<file path="config.mk">
export PLATFORM = sky130hd
export DESIGN_NAME = serial_word_queue
export DESIGN_NICKNAME = d
export VERILOG_FILES = /design/src/rtl/serial_word_queue_pkg.sv /design/src/rtl/sync_fifo.sv /design/src/rtl/serial_word_queue.sv
export SDC_FILE = /design/constraint.sdc
export NUM_CORES = 1
export LEC_CHECK = 0
export BUFFER_PORTS_ARGS = -buffer_cell sky130_fd_sc_hd__buf_2
export CORE_ASPECT_RATIO = 0.7
export CORE_MARGIN = 5
export CORE_UTILIZATION = 50
export DETAILED_ROUTE_END_ITERATION = 8
export HOLD_SLACK_MARGIN = 0.15
export PLACE_DENSITY = 0.7
export SETUP_SLACK_MARGIN = 0.4
export SLEW_MARGIN = 10
export SYNTH_ARGS = -nofsm -noshare
export SYNTH_HDL_FRONTEND = slang
export SYNTH_SLANG_ARGS = --single-unit
</file>
<file path="constraint.sdc">
create_clock -name clk -period 2.6 [get_ports clk]
set_clock_uncertainty 0.15 [all_clocks]
set_input_delay 0.52 -clock clk [delete_from_list [all_inputs] [get_ports clk]]
set_output_delay 0.52 -clock clk [all_outputs]
set_load 0.02 [all_outputs]
</file>
<file path="src/rtl/serial_word_queue_pkg.sv">
`default_nettype none
// ============================================================================
// Module      : serial_word_queue_pkg
// Description : Shared types and helpers for the serial word queue.
//               - bit_order_e : placement of the first received serial bit
//               - count_width : width of an occupancy counter for a FIFO of
//                               the given depth (must represent 0..depth)
// Revision    : 1.0 - initial release
// ============================================================================
package serial_word_queue_pkg;

  typedef enum logic {
    MSB_FIRST = 1'b0,  // first bit ends up in bit WIDTH-1
    LSB_FIRST = 1'b1   // first bit ends up in bit 0
  } bit_order_e;

  function automatic int count_width(input int depth);
    return $clog2(depth) + 1;
  endfunction

endpackage
`default_nettype wire

</file>
<file path="src/rtl/sync_fifo.sv">
`default_nettype none
// ============================================================================
// Module      : sync_fifo
// Description : Single-clock circular-buffer FIFO, first-word-fall-through.
// Ports       : clk, rst_n      - clock, async active-low reset
//               push, push_data - write request and word
//               pop             - read request (ignored when empty)
//               head_data       - head word, 0 when empty
//               empty, full     - status
//               count           - occupancy 0..DEPTH
//               drop            - push refused because full with no pop
// Revision    : 1.0 - initial release
// ============================================================================
module sync_fifo
  import serial_word_queue_pkg::*;
#(
  parameter int WIDTH = 8,
  parameter int DEPTH = 4
) (
  input  logic                          clk,
  input  logic                          rst_n,
  input  logic                          push,
  input  logic [WIDTH-1:0]              push_data,
  input  logic                          pop,
  output logic [WIDTH-1:0]              head_data,
  output logic                          empty,
  output logic                          full,
  output logic [count_width(DEPTH)-1:0] count,
  output logic                          drop
);

  localparam int AW = $clog2(DEPTH);
  localparam int CW = count_width(DEPTH);
  localparam logic [CW-1:0] FULL_COUNT = CW'(DEPTH);

  logic [WIDTH-1:0] mem [DEPTH];
  logic [AW-1:0]    rd_ptr;
  logic [AW-1:0]    wr_ptr;
  logic [CW-1:0]    cnt;
  logic             do_pop;
  logic             do_push;

  assign empty = (cnt == '0);
  assign full  = (cnt == FULL_COUNT);
  assign count = cnt;

  // A pop from a full FIFO frees the slot the simultaneous push needs.
  // When empty, the pop is suppressed and only the push lands.
  assign do_pop  = pop && !empty;
  assign do_push = push && (!full || do_pop);
  assign drop    = push && !do_push;

  // Head is a function of registered state only.
  assign head_data = empty ? '0 : mem[rd_ptr];

  always_ff @(posedge clk or negedge rst_n) begin
    if (!rst_n) begin
      rd_ptr <= '0;
      wr_ptr <= '0;
      cnt    <= '0;
    end else begin
      if (do_pop) begin
        rd_ptr <= rd_ptr + AW'(1);
      end
      if (do_push) begin
        wr_ptr <= wr_ptr + AW'(1);
      end
      if (do_push && !do_pop) begin
        cnt <= cnt + CW'(1);
      end else if (do_pop && !do_push) begin
        cnt <= cnt - CW'(1);
      end
    end
  end

  // Storage carries no reset; empty masks stale contents.
  always_ff @(posedge clk) begin
    if (do_push) begin
      mem[wr_ptr] <= push_data;
    end
  end

endmodule
`default_nettype wire

</file>
<file path="src/rtl/serial_word_queue.sv">
`default_nettype none
// ============================================================================
// Module      : serial_word_queue
// Description : Serial-to-parallel word assembler feeding a synchronous FIFO,
//               with sticky overflow flag and partial-word flush.
// Ports       : clk, rst_n       - clock, async active-low reset
//               data_in,write_in - serial bit and its strobe
//               flush_in         - drop partial word, clear overflow
//               dequeue_in       - pop head word
//               queue_data_out   - head word (0 when empty)
//               queue_empty_out, queue_full_out, queue_count_out
//               bit_count_out    - bits held in the partial word
//               overflow_out     - sticky: a completed word was dropped
// Revision    : 1.0 - initial release
// ============================================================================
module serial_word_queue
  import serial_word_queue_pkg::*;
#(
  parameter int         WIDTH     = 8,
  parameter int         DEPTH     = 4,
  parameter bit_order_e BIT_ORDER = MSB_FIRST
) (
  input  logic                          clk,
  input  logic                          rst_n,
  input  logic                          data_in,
  input  logic                          write_in,
  input  logic                          flush_in,
  input  logic                          dequeue_in,
  output logic [WIDTH-1:0]              queue_data_out,
  output logic                          queue_empty_out,
  output logic                          queue_full_out,
  output logic [count_width(DEPTH)-1:0] queue_count_out,
  output logic [$clog2(WIDTH)-1:0]      bit_count_out,
  output logic                          overflow_out
);

  localparam int BCW = $clog2(WIDTH);
  localparam logic [BCW-1:0] LAST_BIT = BCW'(WIDTH - 1);

  logic [WIDTH-1:0] shift_reg;
  logic [WIDTH-1:0] next_word;
  logic [BCW-1:0]   bit_cnt;
  logic             overflow;
  logic             take_bit;
  logic             word_done;
  logic             fifo_drop;

  // A flush in the same cycle swallows the strobed bit.
  assign take_bit  = write_in && !flush_in;
  assign word_done = take_bit && (bit_cnt == LAST_BIT);

  // next_word includes the current bit, so a completing strobe pushes the
  // whole word in the same cycle.
  generate
    if (BIT_ORDER == MSB_FIRST) begin : g_msb_first
      assign next_word = {shift_reg[WIDTH-2:0], data_in};
    end else begin : g_lsb_first
      assign next_word = {data_in, shift_reg[WIDTH-1:1]};
    end
  endgenerate

  always_ff @(posedge clk or negedge rst_n) begin
    if (!rst_n) begin
      shift_reg <= '0;
      bit_cnt   <= '0;
    end else if (flush_in) begin
      shift_reg <= '0;
      bit_cnt   <= '0;
    end else if (take_bit) begin
      shift_reg <= word_done ? '0 : next_word;
      bit_cnt   <= word_done ? '0 : bit_cnt + BCW'(1);
    end
  end

  // Flush and push are mutually exclusive, so clear and set never collide.
  always_ff @(posedge clk or negedge rst_n) begin
    if (!rst_n) begin
      overflow <= 1'b0;
    end else if (flush_in) begin
      overflow <= 1'b0;
    end else if (fifo_drop) begin
      overflow <= 1'b1;
    end
  end

  sync_fifo #(
    .WIDTH (WIDTH),
    .DEPTH (DEPTH)
  ) u_fifo (
    .clk       (clk),
    .rst_n     (rst_n),
    .push      (word_done),
    .push_data (next_word),
    .pop       (dequeue_in),
    .head_data (queue_data_out),
    .empty     (queue_empty_out),
    .full      (queue_full_out),
    .count     (queue_count_out),
    .drop      (fifo_drop)
  );

  assign bit_count_out = bit_cnt;
  assign overflow_out  = overflow;

endmodule
`default_nettype wire
</file>
=== Word level (Yosys, flattened, before mapping) ===
Memories as Yosys holds them, arrays and structs flattened.
Index checks and enable logic that the tools add are counted.

* Muxes and demuxes: 13
* Equal/unequal tests: 2
* Add/sub/neg operators: 5
* Reduce and logical (&&, ||, !) cells: 17

{| class="wikitable"
|+ Operator list
! cell !! count
|-
| two-way mux 7 bit || 3
|-
| two-way mux 3 bit || 5
|-
| two-way mux 8 bit || 1
|-
| logical AND 1 bit || 7
|-
| adder 3 x 1 -> 3 bit (second input constant) || 2
|-
| == test 3 bit (second input constant) || 2
|-
| nonzero test 2 bit || 3
|-
| zero test 1 bit || 5
|-
| adder 2 x 1 -> 2 bit (second input constant) || 2
|-
| two-way mux 1 bit || 4
|-
| zero test 3 bit || 1
|-
| subtractor 3 x 1 -> 3 bit (second input constant) || 1
|-
| logical OR 1 bit || 1
|}

* Input port bits: 6
* Logic and storage cells: 44
* Flip-flop bits (word level): 18
* Memories kept: 1
* Output and inout port bits: 17
* Bits in writable memories: 32

{| class="wikitable"
|+ Memory list
! memory !! words !! width !! rd ports !! clocked after Yosys merged registers in !! write ports !! line !! text
|-
| u_fifo.mem || 4 || 8 || 1 || 0 || 1 || sync_fifo.sv:36 || <nowiki>logic [WIDTH-1:0] mem [DEPTH];</nowiki>
|}

=== Logic depth before layout (Yosys ltp) ===
Gate-level depths: netlist of the first run.

* Depth in word-level cells: 9
* Gate-level depth with buffers: 10
* Mapped depth without buffers: 10

=== Cells and area by module ===
Synthesis of the first run repeated with hierarchy kept, for this count alone.

* Cells, all modules: 120
* Area, all modules: 2093.3 um^2

{| class="wikitable"
|+ Modules (own cells, without submodules)
! module !! area an instance (um^2) !! sequential area each (um^2) !! times used !! cells an instance
|-
| sync_fifo || 1640.3 || 1136.1 || 1 || 88
|-
| serial_word_queue || 452.9 || 275.3 || 1 || 32
|}

=== Least setup slack after synthesis of the first run ===
Ideal clock, no wire load.

* Path kind: register to register
* From: register bit_cnt[0] (netlist: bit_count_out[0])
* To: register u_fifo.cnt[2] (netlist: u_fifo.count[2])
* Stages on the path, launching flop included: 11
* Required time: 2.370 ns
* Period minus slack after synthesis: 2.359 ns
* Setup time: 0.080 ns
* Arrival time: 2.130 ns
* Path buffers: 0
* Slack: 0.241 ns
* Cells stage by stage: dfrtp_1 ha_1 ha_1 nand2_1 nor3_4 ha_1 inv_1 fa_1 xor2_1 nor2_1 xor2_1

* Cells in the longest elaborated chain, start to end: 6
* Elaborated cells between the ends (all ways): 8

{| class="wikitable"
|+ RTL lines
! item !! line !! text
|-
| start, declared || serial_word_queue.sv:42 || <nowiki>logic [BCW-1:0] bit_cnt;</nowiki>
|-
| start signal, assigned || serial_word_queue.sv:71 || <nowiki>bit_cnt <= word_done ? '0 : bit_cnt + BCW'(1);</nowiki>
|-
| == test 3 bit * || serial_word_queue.sv:50 || <nowiki>assign word_done = take_bit && (bit_cnt == LAST_BIT);</nowiki>
|-
| logical AND 1 bit * || serial_word_queue.sv:50 ||
|-
| logical AND 1 bit * || sync_fifo.sv:50 || <nowiki>assign do_push = push && (!full || do_pop);</nowiki>
|-
| via u_fifo.do_push || sync_fifo.sv:41 || <nowiki>logic do_push;</nowiki>
|-
| zero test 1 bit || sync_fifo.sv:70 || <nowiki>end else if (do_pop && !do_push) begin</nowiki>
|-
| logical AND 1 bit || sync_fifo.sv:70 ||
|-
| nonzero test 2 bit (no source line) || n/a ||
|-
| end signal, assigned || sync_fifo.sv:69 || <nowiki>cnt <= cnt + CW'(1);</nowiki>
|-
| end signal, assigned || sync_fifo.sv:71 || <nowiki>cnt <= cnt - CW'(1);</nowiki>
|-
| end, declared || sync_fifo.sv:39 || <nowiki>logic [CW-1:0] cnt;</nowiki>
|}

Mark *: on every way through the listed nets, which the timed path passes. The rest lies on a longest branch.
A chain may end at the register's enable or synchronous reset.

=== Worst setup path after layout of the first run ===
* From: register u_fifo.rd_ptr[0]
* To: output queue_data_out[5]

* Cells in the longest elaborated chain, start to end: 2

{| class="wikitable"
|+ RTL lines
! item !! line !! text
|-
| start, declared || sync_fifo.sv:37 || <nowiki>logic [AW-1:0] rd_ptr;</nowiki>
|-
| start signal, assigned || sync_fifo.sv:63 || <nowiki>rd_ptr <= rd_ptr + AW'(1);</nowiki>
|-
| memory (4 x 8 bit) || n/a ||
|-
| two-way mux 8 bit || sync_fifo.sv:54 || <nowiki>assign head_data = empty ? '0 : mem[rd_ptr];</nowiki>
|-
| end, declared || serial_word_queue.sv:29 || <nowiki>output logic [WIDTH-1:0] queue_data_out,</nowiki>
|}

No other way between the ends.

==> results of run 1 <==
## layout make-up
type | instances | area, um2 | area share [%]
tap | 55 | 68.8 | 2.60
timing repair buffer | 39 | 309 | 11.7
inverter | 5 | 18.8 | 0.709
clock buffer | 6 | 72.6 | 2.74
clock inverter | 2 | 8.76 | 0.331
multi-input combinational | 76 | 753 | 28.4
sequential | 50 | 1420 | 53.5
## critical path: cells and delay by family (launching register included)
family | cells | cell delay (ns)
simple gates | 1 | 0.16
flops | 1 | 0.38
buf+inv | 2 | 0.28
mux | 1 | 0.50
## synth_stat cells (all sizes together)
| cell type | count |
|---|---|
| and2 | 12 |
| xor2 | 2 |
| a21oi | 10 |
| nand2 | 11 |
| nand3 | 1 |
| a31oi | 1 |
| mux4 | 8 |
| nand3b | 9 |
| xnor2 | 4 |
| ha | 7 |
| dfrtp | 18 |
| or3 | 1 |
| edfxtp | 32 |
| inv | 4 |
| nor3 | 1 |
| buf | 3 |
| clkbuf | 3 |
| nor2 | 3 |
| nor4b | 1 |
| clkinv | 1 |
| mux2 | 2 |
| nor3b | 2 |
| fa | 1 |
## path summary, 6_finish.rpt
path	start	end	slack, ns	cells after the start
max	u_fifo.rd_ptr[0]	queue_data_out[5]	0.32	4
min	data_in	u_fifo.mem[0][0]	0.32	1
max reg2reg	u_fifo.count[1]	u_fifo.count[1]	0.40	7
min reg2reg	overflow_out	overflow_out	0.38	2
max in group asynchronous	rst_n	bit_count_out[1]	1.45	2
min in group asynchronous	rst_n	u_fifo.wr_ptr[0]	0.53	2
## cell families after synthesis
| group | after synthesis | share of synthesized area (%) |
|---|---|---|
| buffers and inverters | 11 | 2.67 |
| xor gates and xnor gates | 6 | 2.43 |
| AOI/OAI and AO/OA | 11 | 2.61 |
| adders and majority gates | 8 | 4.99 |
| muxes | 10 | 9.56 |
| DFF | 50 | 65.4 |
| and+or+nand+nor | 41 | 12.3 |
## power groups by stage
stage | logic (W) | clock network, W | registers (W)
floorplan | 0.000451 | 0 | 0.000990
global placement | 0.000599 | 0 | 0.000995
detailed placement | 0.000603 | 0 | 0.00100
CTS | 0.000818 | 0.000428 | 0.000958
global route | 0.000961 | 0.000468 | 0.000968
finish | 0.000897 | 0.000415 | 0.000959
## metrics by stage
step,utilization (%),instances,total power [W],hold WS [ns]
4_1_cts,60.5,227,0.00220,0.315
6_report,62.2,233,0.00227,0.322
3_5_place_dp,55.4,211,0.00160,0.323
3_3_place_gp,55.4,211,0.00159,0.320
2_1_floorplan,-,137,0.00144,0.0744
5_1_grt,62.2,233,0.00240,0.309
## repair_timing
item | CTS | global route
setup endpoints to repair | 10 | 11
hold endpoints to repair | 18 | 0
pin swaps | 9 | 5
resized for setup | 26 | 8
setup buffers | 7 | 6
hold buffers | 1 | 0
## per-layer routing
| layer | vias up | global-route usage (%) | wire, um |
|---|---|---|---|
| met3 | 5 | 3.94 | 253 |
| met4 | 0 | 5.66 | 48 |
| met1 | 600 | 19.9 | 1600 |
| met2 | 36 | 21.5 | 1880 |
| li1 | 577 | - | - |
| met5 | - | 0 | 0 |
==> impl_metrics.csv, run 1 <==
group,metric,value,unit
timing,final_max_slew_viol_count,0,
synthesis,synth.distinct_cells,27,
timing,period_share,87.8,%
floorplan,chipWidth,88.5,um
synthesis,ys_seq_area_share,65.4,%
timing,hold_viol,0,
power_and_ir_drop,irDropWorstVdd,0.385,mV
setup_path,cp_data_required_time,1.93,ns
clocking,cts.htree.levels,2,
timing,setup_viol,0,
floorplan,die-area,5750,um2
hold_path,hold_path_class,"in -> reg",
synthesis,synth_area,2160,um2
place,place_congestion,0.764,
cells_and_area,syn_to_final_growth,22.7,%
timing,finalCriticalPeriod,2.28,ns
detailed_routing,num_vias,1218,
floorplan,die_y,65.0,um
setup_path,cp_slowest_cell,"mux4_2",
detailed_routing,ant_nets,0,
place,dpl_cell_area,2360,um2
cells_and_area,final_nets,191,
power_and_ir_drop,switchingPower,0.000686,W
synthesis,synth_nets,151,
clocking,cts.reportedPaths.clkPinSlew,0.08,ns
setup_path,end_kind,"output pin",
clocking,clkLatencyLatePin,0.29,ns
detailed_routing,drt_pass1_iterations,4,
setup_path,start_kind,"register",
place,hpwl,2.46,mm
timing,slew_headroom,70.4,%
power_and_ir_drop,p_clk_share,18.3,%
power_and_ir_drop,p_per_area,858,nW/um2
synthesis,netlist_instances,137,
synthesis,syn_avg_cell_area,15.8,um2
detailed_routing,vias_per_cell,5.23,
detailed_routing,wire_per_inst,16.2,um
floorplan,io_pins,23,
setup_path,crit_fanout,8,
timing,worst_slack,0.316,ns
synthesis,synthTopCellsByArea,"edfxtp_1 (45%), dfrtp_1 (21%), mux4_2 (8.3%)",
cells_and_area,final_common_cell,"edfxtp_1",
cells_and_area,antenna_cells,0,
power_and_ir_drop,leakagePower,1.06,nW
floorplan,initial_utilization,50.7,%
clocking,cts_tree,"built",
place,portBuffers,22,
timing,tightest_slew,0.444,ns
timing,rsz0062_at_grt,"true",
floorplan,rows,20,
power_and_ir_drop,netSwitchingFraction,30.2,%
global_routing,grt_start_max_net_pins,19,
clocking,cts_buffer_depth,2,
setup_path,critPathKind,"reg -> out",
global_routing,grt-ovfl-total,0,
synthesis,synth_warnings,0,
cells_and_area,largest_reg_flops,32,
clocking,numCtsBuffers,5,
timing,fin_setup_tns,0,ns
synthesis,yosysTopAreaCell,"edfxtp_1",
cells_and_area,fin_area,2650,um2
power_and_ir_drop,pwr-share-seq,42.2,%
global_routing,grt_pass1_vias,1196,
setup_path,cp_cell_sequence,"buf_8 -> mux4_2 -> and2_4 -> buf_6",
global_routing,grt_pass1_wl,6.03,mm
detailed_routing,wirelength,3.79,mm
cells_and_area,drive_gt1_share,44.9,%
detailed_routing,drt_first_iter_violations,74,
detailed_routing,drc,0,
power_and_ir_drop,comb_power_share,39.5,%
global_routing,grt.total_usage,14.4,%
synthesis,synth_top_area_share,44.5,%
power_and_ir_drop,p_int,0.00158,W
synthesis,ys_ff_latch,50,
clocking,cts-root-buf,"clkbuf_8",
global_routing,antenna_found_initial,0,
status,status,"finished, final reports clean",
setup_path,max_stage_delay,0.50,ns
cells_and_area,fill_cells,329,
clocking,cts_sinks,50,
setup_path,cp.arrival,1.61,ns
floorplan,core_area,4250,um2
flow_run,drv_cap,0,
timing,fmax,438,MHz
place,pre_cts_slack,0.312,ns
cells_and_area,layout_common_cells,"edfxtp_1 (32), dfrtp_1 (14), buf_2 (14)",
Note: power is estimated with default switching activity, not from simulation.
==> inputs of run 2 (changes only) <==
Settings changed: ABC_AREA set to 1, PLACE_DENSITY 0.7 to 0.69.
Clock period 2.6 ns to 2.7 ns, I/O delays scaled along.
==> impl_metrics.csv, run 2 <==
group,metric,value,unit
power_and_ir_drop,p_per_area,829,nW/um2
setup_path,max_stage_delay,0.38,ns
cells_and_area,largest_reg_flops,32,
global_routing,grt-ovfl-total,0,
synthesis,yosysMostFrequentCell,"nand2_1",
place,portBuffers,22,
detailed_routing,wirelength,4.37,mm
timing,hold_viol,0,
synthesis,yosysTopAreaCell,"edfxtp_1",
synthesis,ys.flop_type,"edfxtp_1",
floorplan,die-area,6060,um2
floorplan,initial_utilization,52.3,%
synthesis,synth.distinct_cells,23,
timing,fin_setup_tns,0,ns
setup_path,crit_fanout,7,
floorplan,chipWidth,90.9,um
synthesis,synthTopCellsByArea,"edfxtp_1 (42%), dfrtp_1 (20%), nand2_1 (9.3%)",
detailed_routing,drt_first_iter_violations,160,
setup_path,crit_start,"bit_count_out[0]",
power_and_ir_drop,irDropWorstVdd,0.383,mV
synthesis,synth_nets,245,
setup_path,cp_slowest_cell,"dfrtp_1",
synthesis,netlist_instances,231,
detailed_routing,vias_per_cell,4.87,
synthesis,ys_ff_latch,50,
timing,tightest_slew,0.410,ns
power_and_ir_drop,leakagePower,1.27,nW
timing,rsz0062_at_grt,"true",
cells_and_area,final_nets,281,
timing,finalCriticalPeriod,2.20,ns
setup_path,end_kind,"register",
detailed_routing,drt_pass1_iterations,4,
global_routing,grt_pass1_vias,1533,
cells_and_area,final_common_cell,"nand2_1",
timing,setup_viol,0,
global_routing,grt_start_max_net_pins,19,
synthesis,synth_top_area_share,41.9,%
synthesis,synth_warnings,0,
power_and_ir_drop,power,0.00216,W
setup_path,cp_cell_sequence,"ha_1 -> ha_1 -> inv_2 -> nor2_4 -> nand2_4 -> inv_1 -> ha_1 -> inv_1 -> fa_1 -> nand2_1 -> nand3_1 -> nand2_1 -> nand2_1",
global_routing,antenna_found_initial,0,
clocking,cts.htree.levels,2,
timing,hold_ws,0.338,ns
global_routing,grt_pass1_wl,7.23,mm
floorplan,die_y,66.7,um
synthesis,synth_enable_flop_cells,32,
place,hpwl,3.11,mm
floorplan,rows,20,
hold_path,hold_path_class,"in -> reg",
synthesis,netlist_top_cells_count,"nand2_1 (57), inv_1 (55), edfxtp_1 (32)",
place,pre_cts_slack,0.346,ns
cells_and_area,drive_gt1_share,18.7,%
status,status,"finished, final reports clean",
cells_and_area,syn_to_final_growth,13.7,%
clocking,cts-root-buf,"clkbuf_8",
clocking,clkLatencyLatePin,0.30,ns
setup_path,cp.arrival,2.25,ns
clocking,numCtsBuffers,5,
hold_path,worstHoldStart,"data_in",
flow_run,drv_cap,0,
synthesis,async_flop_share,36.0,%
global_routing,grt.total_usage,15.7,%
detailed_routing,drc,0,
floorplan,io_pins,23,
clocking,cts_buffer_depth,2,
detailed_routing,ant_nets,0,
clocking,cts_tree,"built",
timing,slew_headroom,72.7,%
clocking,cts_sinks,50,
cells_and_area,antenna_cells,0,
detailed_routing,num_vias,1573,
place,place_congestion,0.792,
timing,final_max_slew_viol_count,0,
setup_path,critPathKind,"reg -> reg",
synthesis,ys_seq_area_share,61.6,%
setup_path,cp_data_required_time,2.75,ns
detailed_routing,wire_per_inst,13.5,um
floorplan,core_area,4380,um2
timing,worst_slack,0.500,ns
timing,period_share,81.5,%
setup_path,start_kind,"register",
synthesis,syn_avg_cell_area,9.92,um2
synthesis,synth_area,2290,um2
cells_and_area,layout_common_cells,"nand2_1 (57), inv_1 (53), edfxtp_1 (32)",
timing,fmax,455,MHz
clocking,cts.reportedPaths.clkPinSlew,0.08,ns
setup_path,r2r-start,"bit_count_out[0]",
run 2: cell count changes after synthesis, moves of 4 or more:
cell	before	now
inv_1	4	55
nand2_1	11	57
mux4_2	8	0
o21ai_0	0	6
nand3b_1	9	0
o22ai_1	0	5
nand3_1	1	22
and2_2	4	0
and2_1	8	0
run 2: through the flow:
stage          std cells  cell area, um2  utilization, %
6_report             323            2610            59.5
5_1_grt              323            2610            59.5
4_1_cts              319            2570            58.7
3_5_place_dp         309            2460            56.3
3_3_place_gp         309            2460            56.3
2_1_floorplan        231            2290               -
run 2: cells by family after synthesis:
| family | share of synthesized area, % |
|---|---|
| simple gates | 16.9 |
| buf+inv | 11.5 |
| flops | 61.6 |
| compound gates | 4.59 |
| fa+ha+maj | 4.69 |
| xor+xnor | 0.764 |
run 2: area by class of cell:
class                           instances  area [um2]
Fill cell                             363        1770
Sequential cell                        50        1410
Clock inverter                          2        10.0
Tap cell                               55        68.8
Multi-Input combinational cell        120         627
Timing Repair Buffer                   33         195
Clock buffer                            6        72.6
Inverter                               57         219
run 2: metal layers:
layer  vias to the layer above  global-route usage, %  share of wire, %
met1                       744                   20.9                48
met2                        24                   24.6                47
li1                        797                      -                 -
met4                         0                   8.42               1.9
met5                         -                      0                 0
met3                         8                   3.05               3.2
run 2: worst paths after layout:
check / slack [ns] / cells after the start / end
max in group asynchronous: 1.54 / 2 / u_fifo.rd_ptr[1]
hold / removal: 0.34 / 1 / u_fifo.mem[0][0]
min in group asynchronous: 0.54 / 2 / u_fifo.wr_ptr[1]
setup / recovery: 0.50 / 13 / u_fifo.count[2]
hold reg to reg: 0.34 / 2 / overflow_out
setup reg to reg: 0.50 / 13 / u_fifo.count[2]
run 2: what timing repair did:
| item | CTS | global route |
|---|---|---|
| endpoints found under the hold margin | 18 | 0 |
| gates resized for setup | 2 | 4 |
| setup endpoints to repair | 9 | 10 |
| pin swaps | 0 | 1 |
| buffers inserted | 1 | 4 |
| hold buffers | 1 | 0 |
run 2: power by group:
part / total, W / switching [W] / internal, W
clock network: 0.000414 / 0.000234 / 0.000180
registers: 0.000938 / 0.0000821 / 0.000856
logic: 0.000808 / 0.000532 / 0.000276
total: 0.00216 / 0.000848 / 0.00131
run 2: worst max-delay path: cells and delay by family, from the launching register on:
| kind | cells | cell delay, ns |
|---|---|---|
| adders and majority gates | 4 | 0.85 |
| and+or+nand+nor | 6 | 0.53 |
| DFF | 1 | 0.38 |
| buffers and inverters | 3 | 0.20 |
